### src/rtl/dense_weight_sequencer.sv
// Walks a window of the weight ROM for a number of passes and streams the words
// out through a credit-managed FIFO with per-pass (last) and end-of-command (final) tags.
module dense_weight_sequencer #(
  parameter int unsigned ADDR_W     = 7,
  parameter int unsigned DATA_W     = 20,
  parameter int unsigned PASS_W     = 8,
  parameter int unsigned FIFO_DEPTH = 4
) (
  input  logic              clock,
  input  logic              reset_n,
  input  logic              start,
  input  logic [ADDR_W-1:0] base_addr,
  input  logic [ADDR_W:0]   num_words,
  input  logic [PASS_W-1:0] num_passes,
  output logic              busy,
  output logic              done,
  output logic [ADDR_W-1:0] rom_addr,
  input  logic [DATA_W-1:0] rom_data,
  output logic              w_valid,
  input  logic              w_ready,
  output logic [DATA_W-1:0] w_data,
  output logic              w_last,
  output logic              w_final
);

  localparam int unsigned CNT_W = $clog2(FIFO_DEPTH + 1);
  localparam int unsigned PTR_W = (FIFO_DEPTH > 1) ? $clog2(FIFO_DEPTH) : 1;
  localparam int unsigned ENT_W = DATA_W + 2;

  typedef enum logic [1:0] {IDLE, RUN, DRAIN, DONE} state_t;

  state_t              state;
  logic [ADDR_W-1:0]   base_q;
  logic [ADDR_W:0]     words_q;
  logic [PASS_W-1:0]   passes_q;
  logic [ADDR_W:0]     idx;
  logic [PASS_W-1:0]   pass_cnt;

  // Read pipeline: issue_q = address presented, arrive_q = ROM data valid next edge
  logic                issue_q, issue_last, issue_final;
  logic                arrive_q, arrive_last, arrive_final;

  logic [ENT_W-1:0]    mem [FIFO_DEPTH];
  logic [PTR_W-1:0]    wr_ptr, rd_ptr;
  logic [CNT_W-1:0]    fifo_count;

  logic                push, pop, can_issue, is_last, is_final;
  logic [CNT_W:0]      occ;
  logic [CNT_W-1:0]    cnt_after_pop, count_nxt;
  logic [PTR_W-1:0]    rd_ptr_nxt;
  logic [ENT_W-1:0]    push_entry, head_nxt;

  function automatic logic [PTR_W-1:0] ptr_inc(input logic [PTR_W-1:0] p);
    return (p == PTR_W'(FIFO_DEPTH - 1)) ? '0 : p + PTR_W'(1);
  endfunction

  // Credit check, FIFO bookkeeping and the next registered head of the stream
  always_comb begin
    push          = arrive_q;
    pop           = w_valid && w_ready;
    push_entry    = {arrive_last, arrive_final, rom_data};
    occ           = (CNT_W+1)'(fifo_count) + (CNT_W+1)'(issue_q) + (CNT_W+1)'(arrive_q);
    can_issue     = occ < (CNT_W+1)'(FIFO_DEPTH);
    is_last       = (idx == words_q - (ADDR_W+1)'(1));
    is_final      = is_last && (pass_cnt == passes_q - PASS_W'(1));
    cnt_after_pop = fifo_count - CNT_W'(pop);
    count_nxt     = cnt_after_pop + CNT_W'(push);
    rd_ptr_nxt    = pop ? ptr_inc(rd_ptr) : rd_ptr;
    head_nxt      = (cnt_after_pop == '0) ? push_entry : mem[rd_ptr_nxt];
  end

  always_ff @(posedge clock) begin
    if (push) mem[wr_ptr] <= push_entry;
  end

  always_ff @(posedge clock) begin
    if (!reset_n) begin
      state        <= IDLE;
      busy         <= 1'b0;
      done         <= 1'b0;
      rom_addr     <= '0;
      base_q       <= '0;
      words_q      <= '0;
      passes_q     <= '0;
      idx          <= '0;
      pass_cnt     <= '0;
      issue_q      <= 1'b0;
      issue_last   <= 1'b0;
      issue_final  <= 1'b0;
      arrive_q     <= 1'b0;
      arrive_last  <= 1'b0;
      arrive_final <= 1'b0;
      wr_ptr       <= '0;
      rd_ptr       <= '0;
      fifo_count   <= '0;
      w_valid      <= 1'b0;
      w_data       <= '0;
      w_last       <= 1'b0;
      w_final      <= 1'b0;
    end else begin
      arrive_q     <= issue_q;
      arrive_last  <= issue_last;
      arrive_final <= issue_final;
      issue_q      <= 1'b0;
      fifo_count   <= count_nxt;
      rd_ptr       <= rd_ptr_nxt;
      if (push) wr_ptr <= ptr_inc(wr_ptr);
      w_valid                   <= (count_nxt != '0);
      {w_last, w_final, w_data} <= head_nxt;
      done         <= 1'b0;

      case (state)
        IDLE: begin
          if (start) begin
            base_q   <= base_addr;
            words_q  <= num_words;
            passes_q <= num_passes;
            idx      <= '0;
            pass_cnt <= '0;
            busy     <= 1'b1;
            if (num_words == '0 || num_passes == '0) begin
              state <= DONE;
              done  <= 1'b1;
            end else begin
              state    <= RUN;
              rom_addr <= base_addr;
            end
          end
        end
        RUN: begin
          if (can_issue) begin
            rom_addr    <= base_q + idx[ADDR_W-1:0];
            issue_q     <= 1'b1;
            issue_last  <= is_last;
            issue_final <= is_final;
            if (is_last) begin
              idx      <= '0;
              pass_cnt <= pass_cnt + PASS_W'(1);
            end else begin
              idx <= idx + (ADDR_W+1)'(1);
            end
            if (is_final) state <= DRAIN;
          end
        end
        DRAIN: begin
          if (pop && w_final) begin
            state <= DONE;
            done  <= 1'b1;
          end
        end
        DONE: begin
          state <= IDLE;
          busy  <= 1'b0;
        end
        default: state <= IDLE;
      endcase
    end
  end

endmodule
### config.mk
export PLATFORM = sky130hd
export DESIGN_NAME = dense_weight_sequencer
export DESIGN_NICKNAME = d
export VERILOG_FILES = /design/src/rtl/dense_weight_sequencer.sv
export SDC_FILE = /design/constraint.sdc
export NUM_CORES = 1
export LEC_CHECK = 0
export ABC_AREA = 1
export CORE_MARGIN = 4
export CORE_UTILIZATION = 57
export DETAILED_ROUTE_END_ITERATION = 8
export PLACE_DENSITY = 0.82
export SLEW_MARGIN = 10
export SYNTH_ARGS = -nofsm -noshare
export SYNTH_HDL_FRONTEND = slang
export SYNTH_SLANG_ARGS = --single-unit
### constraint.sdc
create_clock -name clock -period 2.5 [get_ports clock]
set_clock_uncertainty 0.1 [all_clocks]
set_input_delay 0.5 -clock clock [delete_from_list [all_inputs] [get_ports clock]]
set_output_delay 0.5 -clock clock [all_outputs]
set_load 0.005 [all_outputs]
==> results.md, run 1 <==
- DIE HEIGHT: 126.1 um
- Internal power: 0.006575 W
- Avg Cell Area, Syn: 9.150 sq um
- Crit path capture type: flip-flop
- HPWL Detailed: 11010 um
- Global Route Usage Sum: 21.47%
- Layout Cell Area excl Fill: 9612 sq um
- Final Cycle Share: 89.24%
- Syn Nets: 941
- TritonCTS clock tree: built
- Routed wire per std cell: 14.66 um
- Lkg Pwr: 4.152 nW
- Max Used Layer: met4
- IO Pins: 79
- Worst endpoint required time: 2.72 ns
- Fin. Hold Viols: 0
- Total of cells resized after clock tree synthesis: 0
- Leading area contributor after synthesis: edfxtp_1
- Top cells by area, synth: edfxtp_1 (33%), dfxtp_1 (22%), nand2_1 (6.9%), inv_1 (6.1%), ha_1 (3.8%)
- Switching Power: 0.003604 W
- Post-CTS setup buffers: 0
- Largest net degree at the start of global routing: 45
- MaxCap Viol Count: 0
- First-pass GRT wire length: 27360 um
- RSZ-0062 raised after global routing: no
- Post-Syn Instances: 869
- Die width: 126.1 um
- Sequential area share after synthesis: 54.89%
- WL met2: 8272 um
- Count leader, synth: nand2_1
- Port bufs: 78
- Arr. time, crit path: 2.46 ns
- Post-route setup TNS: 0 ns
- Max incr delay on CP: 0.40 ns
- Post-synth top cells: nand2_1 (147), inv_1 (129), edfxtp_1 (88)
- Setup violations, final: 0
- Pwr dens: 1059 nW/um^2
- Clk slew on worst S/H paths: 0.07 ns
- Core Region: 13450 sq um
- Flops & latches, synth: 174
- Row count: 42
- Cell family with most CP delay: buffers and inverters
- Power share of the combinational group: 37.1%
- Async SR Flop Fraction: 0%
- Grt total ovfl: 0
- Min cycle time layout: 2.231 ns
- Max Slew Vio Count: 0
- Seq pwr share: 36.8%
- Final WL: 16750 um
- Initial antenna violation count: 0
- Ant diodes: 0
- Final-stage net count: 1026
- HP Class: reg -> reg
- VDD IR max: 0.5563 mV
- Share of layout cells above drive strength 1: 10.13%
- DR iter-0 viols: 400
- Util after Layout: 71.45%
- CTS buffer count: 17
- WHS: 0.3416 ns
- Placed cell area: 9017 sq um
- Area Growth Syn to Fin: 20.88%
- Rel. slew slack: 60.60%
- YS warnings: 0
- Vias in the first global route: 5929
- Post-synthesis cell type count: 41
- Post-DRT Antenna Nets: 0
- Final GP Congestion: 0.8110
- Worst Path Max Fanout: 44
- Top FF cell, synth: edfxtp_1
- Crit path kind: in -> reg
- Met1 WL: 7129 um
- DIE AREA: 15900 sq um
- Met3 wire length: 998 um
- WP buf/inv: 6
- Max clock buf depth: 2
- Clk pwr share: 26.1%
- Via count: 6175
- Post-synth EDFFs: 88
- Worst setup SP type: primary input
- Clk Latency, worst-skew pair: 0.44 ns
- DRT Pass-1 Iters: 5
- # DRC: 0
- Crit path cell chain: clkdlybuf4s50_1 -> nand2_1 -> inv_2 -> ha_1 -> ha_1 -> inv_1 -> nor3_1 -> clkinv_1 -> buf_12 -> o221ai_1 -> inv_1
- Initial cell density of the core: 59.11%
- Status: complete, no violations
- Netlist Area Pre-Place: 7951 sq um
- Pwr Total: 0.01018 W
- Critical-path top delay cell: clkdlybuf4s50_1
- Yosys top cell area share: 33.23%
- Net Sw Frac: 35.41%
- Hold_buf cts: 0
- Clock Sinks: 174
- DR vias/cell: 5.402
- Htree depth: 4
- Worst-margin pin slew: 0.5903 ns
- Fmax: 0.4482 GHz
- Clk root buf: clkbuf_16
[cell usage in the layout (no fill, tap or decap), types with 3 or more instances in the layout]
master / count
buf_12: 4
ha_1: 24
clkbuf_16: 17
dfxtp_1: 86
o21ai_2: 3
clkdlybuf4s50_1: 77
o211ai_1: 22
buf_4: 20
nand2_2: 9
nand3_2: 6
o21ai_1: 4
a31oi_1: 4
edfxtp_1: 88
inv_2: 6
o221ai_1: 22
a21oi_1: 51
xor2_1: 10
nand2_1: 147
nor3b_1: 3
nand2_4: 3
a21oi_2: 6
nand4_1: 5
o21ai_0: 55
nor2_2: 7
nor2_1: 79
inv_1: 129
xnor2_1: 10
nand3_1: 31
nor3_1: 5
inv_6: 4
[registers in the layout, summed over array words and instances (netlist names), 2 cells and up]
signal	cells
base_q	7
fifo_count	3
idx	8
mem	88
pass_cnt	8
passes_q	8
rd_ptr	2
rom_addr	7
state	2
w_data	20
words_q	8
wr_ptr	2
[through the flow]
step	worst slack, ns	instances
after floorplan	0.3394	869
after global placement	-0.02222	1111
after detailed placement	-0.1154	1111
after CTS	0.2716	1143
after global routing	0.1155	1143
final	0.2689	1143
[power groups by stage]
stage	clock network, W	registers, W	logic (W)
3_3_place_gp	0	0.00379	0.00362
4_1_cts	0.00269	0.00374	0.00379
3_5_place_dp	0	0.00379	0.00375
5_1_grt	0.00281	0.00380	0.00420
2_1_floorplan	0	0.00375	0.00243
6_report	0.00266	0.00374	0.00378
[cell type report]
cell class                      instances  area [sq um]
Timing Repair Buffer                  102          1006
Clock buffer                           19         442.9
Inverter                              137         514.2
Multi-Input combinational cell        522          2913
Clock inverter                         13         151.4
Sequential cell                       174          4364
Tap cell                              176         220.2
Fill cell                             965          3841
[worst reg2reg max path, cell delays in order, from the launching register on]
cell and delay, ns:
dfxtp_1 0.34, inv_2 0.07, ha_1 0.30, inv_1 0.04
nand2_1 0.05, nand2_1 0.05, nor2_1 0.12, nand3_1 0.13
nor2_2 0.11, nand2_2 0.08, inv_2 0.07, nand2_4 0.06
nand2_4 0.10, nand2_4 0.16, nand2_1 0.21, nor3_1 0.07
[per-layer routing]
metal,track usage [%],vias to the layer above
li1,-,3059
met1,25.45,2886
met2,37.40,197
met3,6.351,33
met4,7.192,0
met5,0,-
[kinds of logic after synthesis]
kind of cell    Yosys count  synth area share [%]
flops                   174                 54.89
simple gates            300                 16.48
xor+xnor                 20                 2.203
buf+inv                 173                 8.576
fa+ha+maj                25                 4.028
compound gates          177                 13.83
[final timing paths]
path	slack (ns)	endpoint	cells past startpoint	startpoint
max	0.27	w_data[19]$_SDFF_PN0_	11	w_ready
min reg2reg	0.34	arrive_final$_SDFF_PN0_	2	issue_final$_SDFFE_PN0P_
max reg2reg	0.33	idx[4]$_SDFFE_PN0P_	15	words_q[0]$_SDFFE_PN0P_
min	0.34	arrive_final$_SDFF_PN0_	2	issue_final$_SDFFE_PN0P_
(Power assumes the default switching activity.)
==> run 2, diff against run 1 <==
- SETUP_SLACK_MARGIN: unset -> 0.05
==> results of run 2 <==
Same layout as run 1: the final DEF is identical, and so are final timing and power.
==> run 3, diff against run 2 <==
- PLACE_DENSITY: 0.82 -> 0.8
==> run 3 against run 2 <==
  * Register-to-register slack is essentially flat
  * Core utilization grew 0.15 points
  * Power shrank 0.29%
  * Via count shrank 1.4%
  * Fmax grew 0.66%
  * First-iteration DRC count grew 11%
  * Non-clock buffer count grew 2
  * Worst hold slack lost 0.0076 ns
  * Critical path depth is the same
  * Critical endpoint is now w_data[8]$_SDFF_PN0_
==> results.md, run 3 (synthesis gave the netlist of run 1 again) <==
- Status: complete, no violations
- Final WL: 16520 um (-1.4%)
- Ant diodes: 0 (unchanged)
- Row count: 42 (unchanged)
- Via count: 6089 (-1.4%)
- Max Slew Vio Count: 0 (unchanged)
- Lkg Pwr: 4.159 nW (+0.17%)
- Clock Sinks: 174 (unchanged)
- Fin cells: 1145 (+0.17%)
- Rel. slew slack: 57.79% (-2.8 points)
- DIE HEIGHT: 126.1 um (unchanged)
- Hold Path Origin: issue_last$_SDFFE_PN0P_
- DIE AREA: 15900 sq um (unchanged)
- Fmax: 0.4512 GHz (+0.66%)
- R2R depth: 15 (unchanged)
- Flop2flop setup slack: 0.34 ns (about the same)
- Post-DRT Antenna Nets: 0 (unchanged)
- Footprint of the multi-input gates: 2913 sq um (unchanged)
- Post-route setup TNS: 0 ns (unchanged)
- Top Registers: mem: 88 flops, w_data: 20 flops
- Vias in the first global route: 5893 (-0.61%)
- Arr. time, crit path: 2.43 ns (-0.03 ns)
- Post-CTS setup buffers: 0 (unchanged)
- Share of layout cells above drive strength 1: 10.22% (+0.082 points)
- Crit path capture type: flip-flop
- Crit path kind: in -> reg
- Initial cell density of the core: 59.11% (unchanged)
- Routed wire per std cell: 14.43 um (-1.5%)
- TritonCTS clock tree: built
- Final GP Congestion: 0.7954 (-1.9%)
- Reg2Reg Launch Point: words_q[0]$_SDFFE_PN0P_
- DR iter-0 viols: 442 (+11%)
- Hold Path Depth: 2 (unchanged)
- HPWL Detailed: 11200 um (+1.7%)
- Largest net degree at the start of global routing: 45 (unchanged)
- Clk Latency, worst-skew pair: 0.43 ns (about the same)
- Commonest non-fill, non-tap cell in the layout: nand2_1
- First-pass GRT wire length: 27140 um (-0.81%)
- IO Pins: 79 (unchanged)
- Final Cycle Share: 88.66% (-0.58 points)
- Global Route Usage Sum: 21.24% (-0.23 points)
- RSZ-0062 raised after global routing: no
- R2R Path End: idx[2]$_SDFFE_PN0P_
- Reg with most FFs: mem
- Max clock buf depth: 2 (unchanged)
- Setup violations, final: 0 (unchanged)
- Hold endpoint: arrive_last$_SDFF_PN0_
- Register Area: 4364 sq um (unchanged)
- Initial antenna violation count: 0 (unchanged)
- Core Region: 13450 sq um (unchanged)
- Worst Path Max Fanout: 44 (unchanged)
- DRT Pass-1 Iters: 4 (-1)
- Number of flip-flops in the largest register: 88 (unchanged)
- Worst setup SP type: primary input
- Pwr Total: 0.01015 W (-0.29%)
- Port bufs: 78 (unchanged)
- Min cycle time layout: 2.217 ns (-0.01452 ns)
- Hold_buf cts: 0 (unchanged)
- HP Class: reg -> reg
- # DRC: 0 (unchanged)
- WHS: 0.3339 ns (-0.007648 ns)
- MaxCap Viol Count: 0 (unchanged)
- Clk root buf: clkbuf_16
- Worst endpoint required time: 2.72 ns (about the same)
- Grt total ovfl: 0 (unchanged)
- Inst Count DP: 1113 (+0.18%)
- Htree depth: 4 (unchanged)
- Clk slew on worst S/H paths: 0.06 ns (about the same)
- Pwr dens: 1054 nW/um^2 (-0.50%)
- DR vias/cell: 5.318 (-1.6%)
- Total of cells resized after clock tree synthesis: 0 (unchanged)
- Worst-margin pin slew: 0.6325 ns (+0.04217 ns)
- Commonest cells after routing, fill and taps aside: nand2_1 (147), inv_1 (129), edfxtp_1 (88), dfxtp_1 (86), nor2_1 (79)
- Fin. Hold Viols: 0 (unchanged)
- Final-stage net count: 1028 (+0.19%)
- CTS buffer count: 17 (unchanged)
- Filler cell count: 1000 (+3.6%)
- VDD IR max: 0.5896 mV (+6.0%)
- Die width: 126.1 um (unchanged)
- Area Growth Syn to Fin: 21.13%
==> run 3: how the worst max path moves through the flow <==
stage / end / slack [ns] / start
2_1_floorplan: w_data[10]$_SDFF_PN0_ / 0.34 / w_ready
4_1_cts: w_data[8]$_SDFF_PN0_ / 0.27 / w_ready
3_3_place_gp: w_data[19]$_SDFF_PN0_ / -0.02 / w_ready
5_1_grt: rom_addr[6]$_SDFFE_PN0P_ / 0.12 / idx[0]$_SDFFE_PN0P_
6_report: w_data[8]$_SDFF_PN0_ / 0.28 / w_ready
3_5_place_dp: w_data[8]$_SDFF_PN0_ / -0.17 / w_ready
==> run 3: layout make-up <==
class                   instances  area share, %
flip-flops and latches        174          45.31
multi-input cells             522          30.24
repair buffers                104          10.73
inverters                     137          5.339
clock buffers                  18          4.456
well taps                     176          2.286
clock inverters                14          1.637
==> run 3: where the power goes <==
group          internal [W]  switching [W]
Clock               0.00149        0.00112
Combinational       0.00161        0.00219
Sequential          0.00346       0.000277
==> run 3: through the flow <==
stage,setup WS (ns),cell area [sq um],util [%]
floorplan,0.3394,7951,-
global placement,-0.01640,9045,67.23
detailed placement,-0.1724,9045,67.23
CTS,0.2688,9632,71.60
global route,0.1170,9632,71.60
finish,0.2835,9632,71.60
==> run 3: critical path, stage by stage <==
cell and delay (ns):
clkdlybuf4s50_1 0.40, nand2_1 0.11, inv_2 0.05, ha_1 0.17, ha_1 0.19, xor2_1 0.18
nor3_1 0.18, clkinv_1 0.15, buf_12 0.20, o221ai_1 0.23, inv_1 0.06
==> run 3: per-layer routing <==
layer,wire length [um],GRT usage [%]
met4,362,7.886
met5,0,0
met1,7126,25.94
met3,941,6.139
met2,8091,35.87
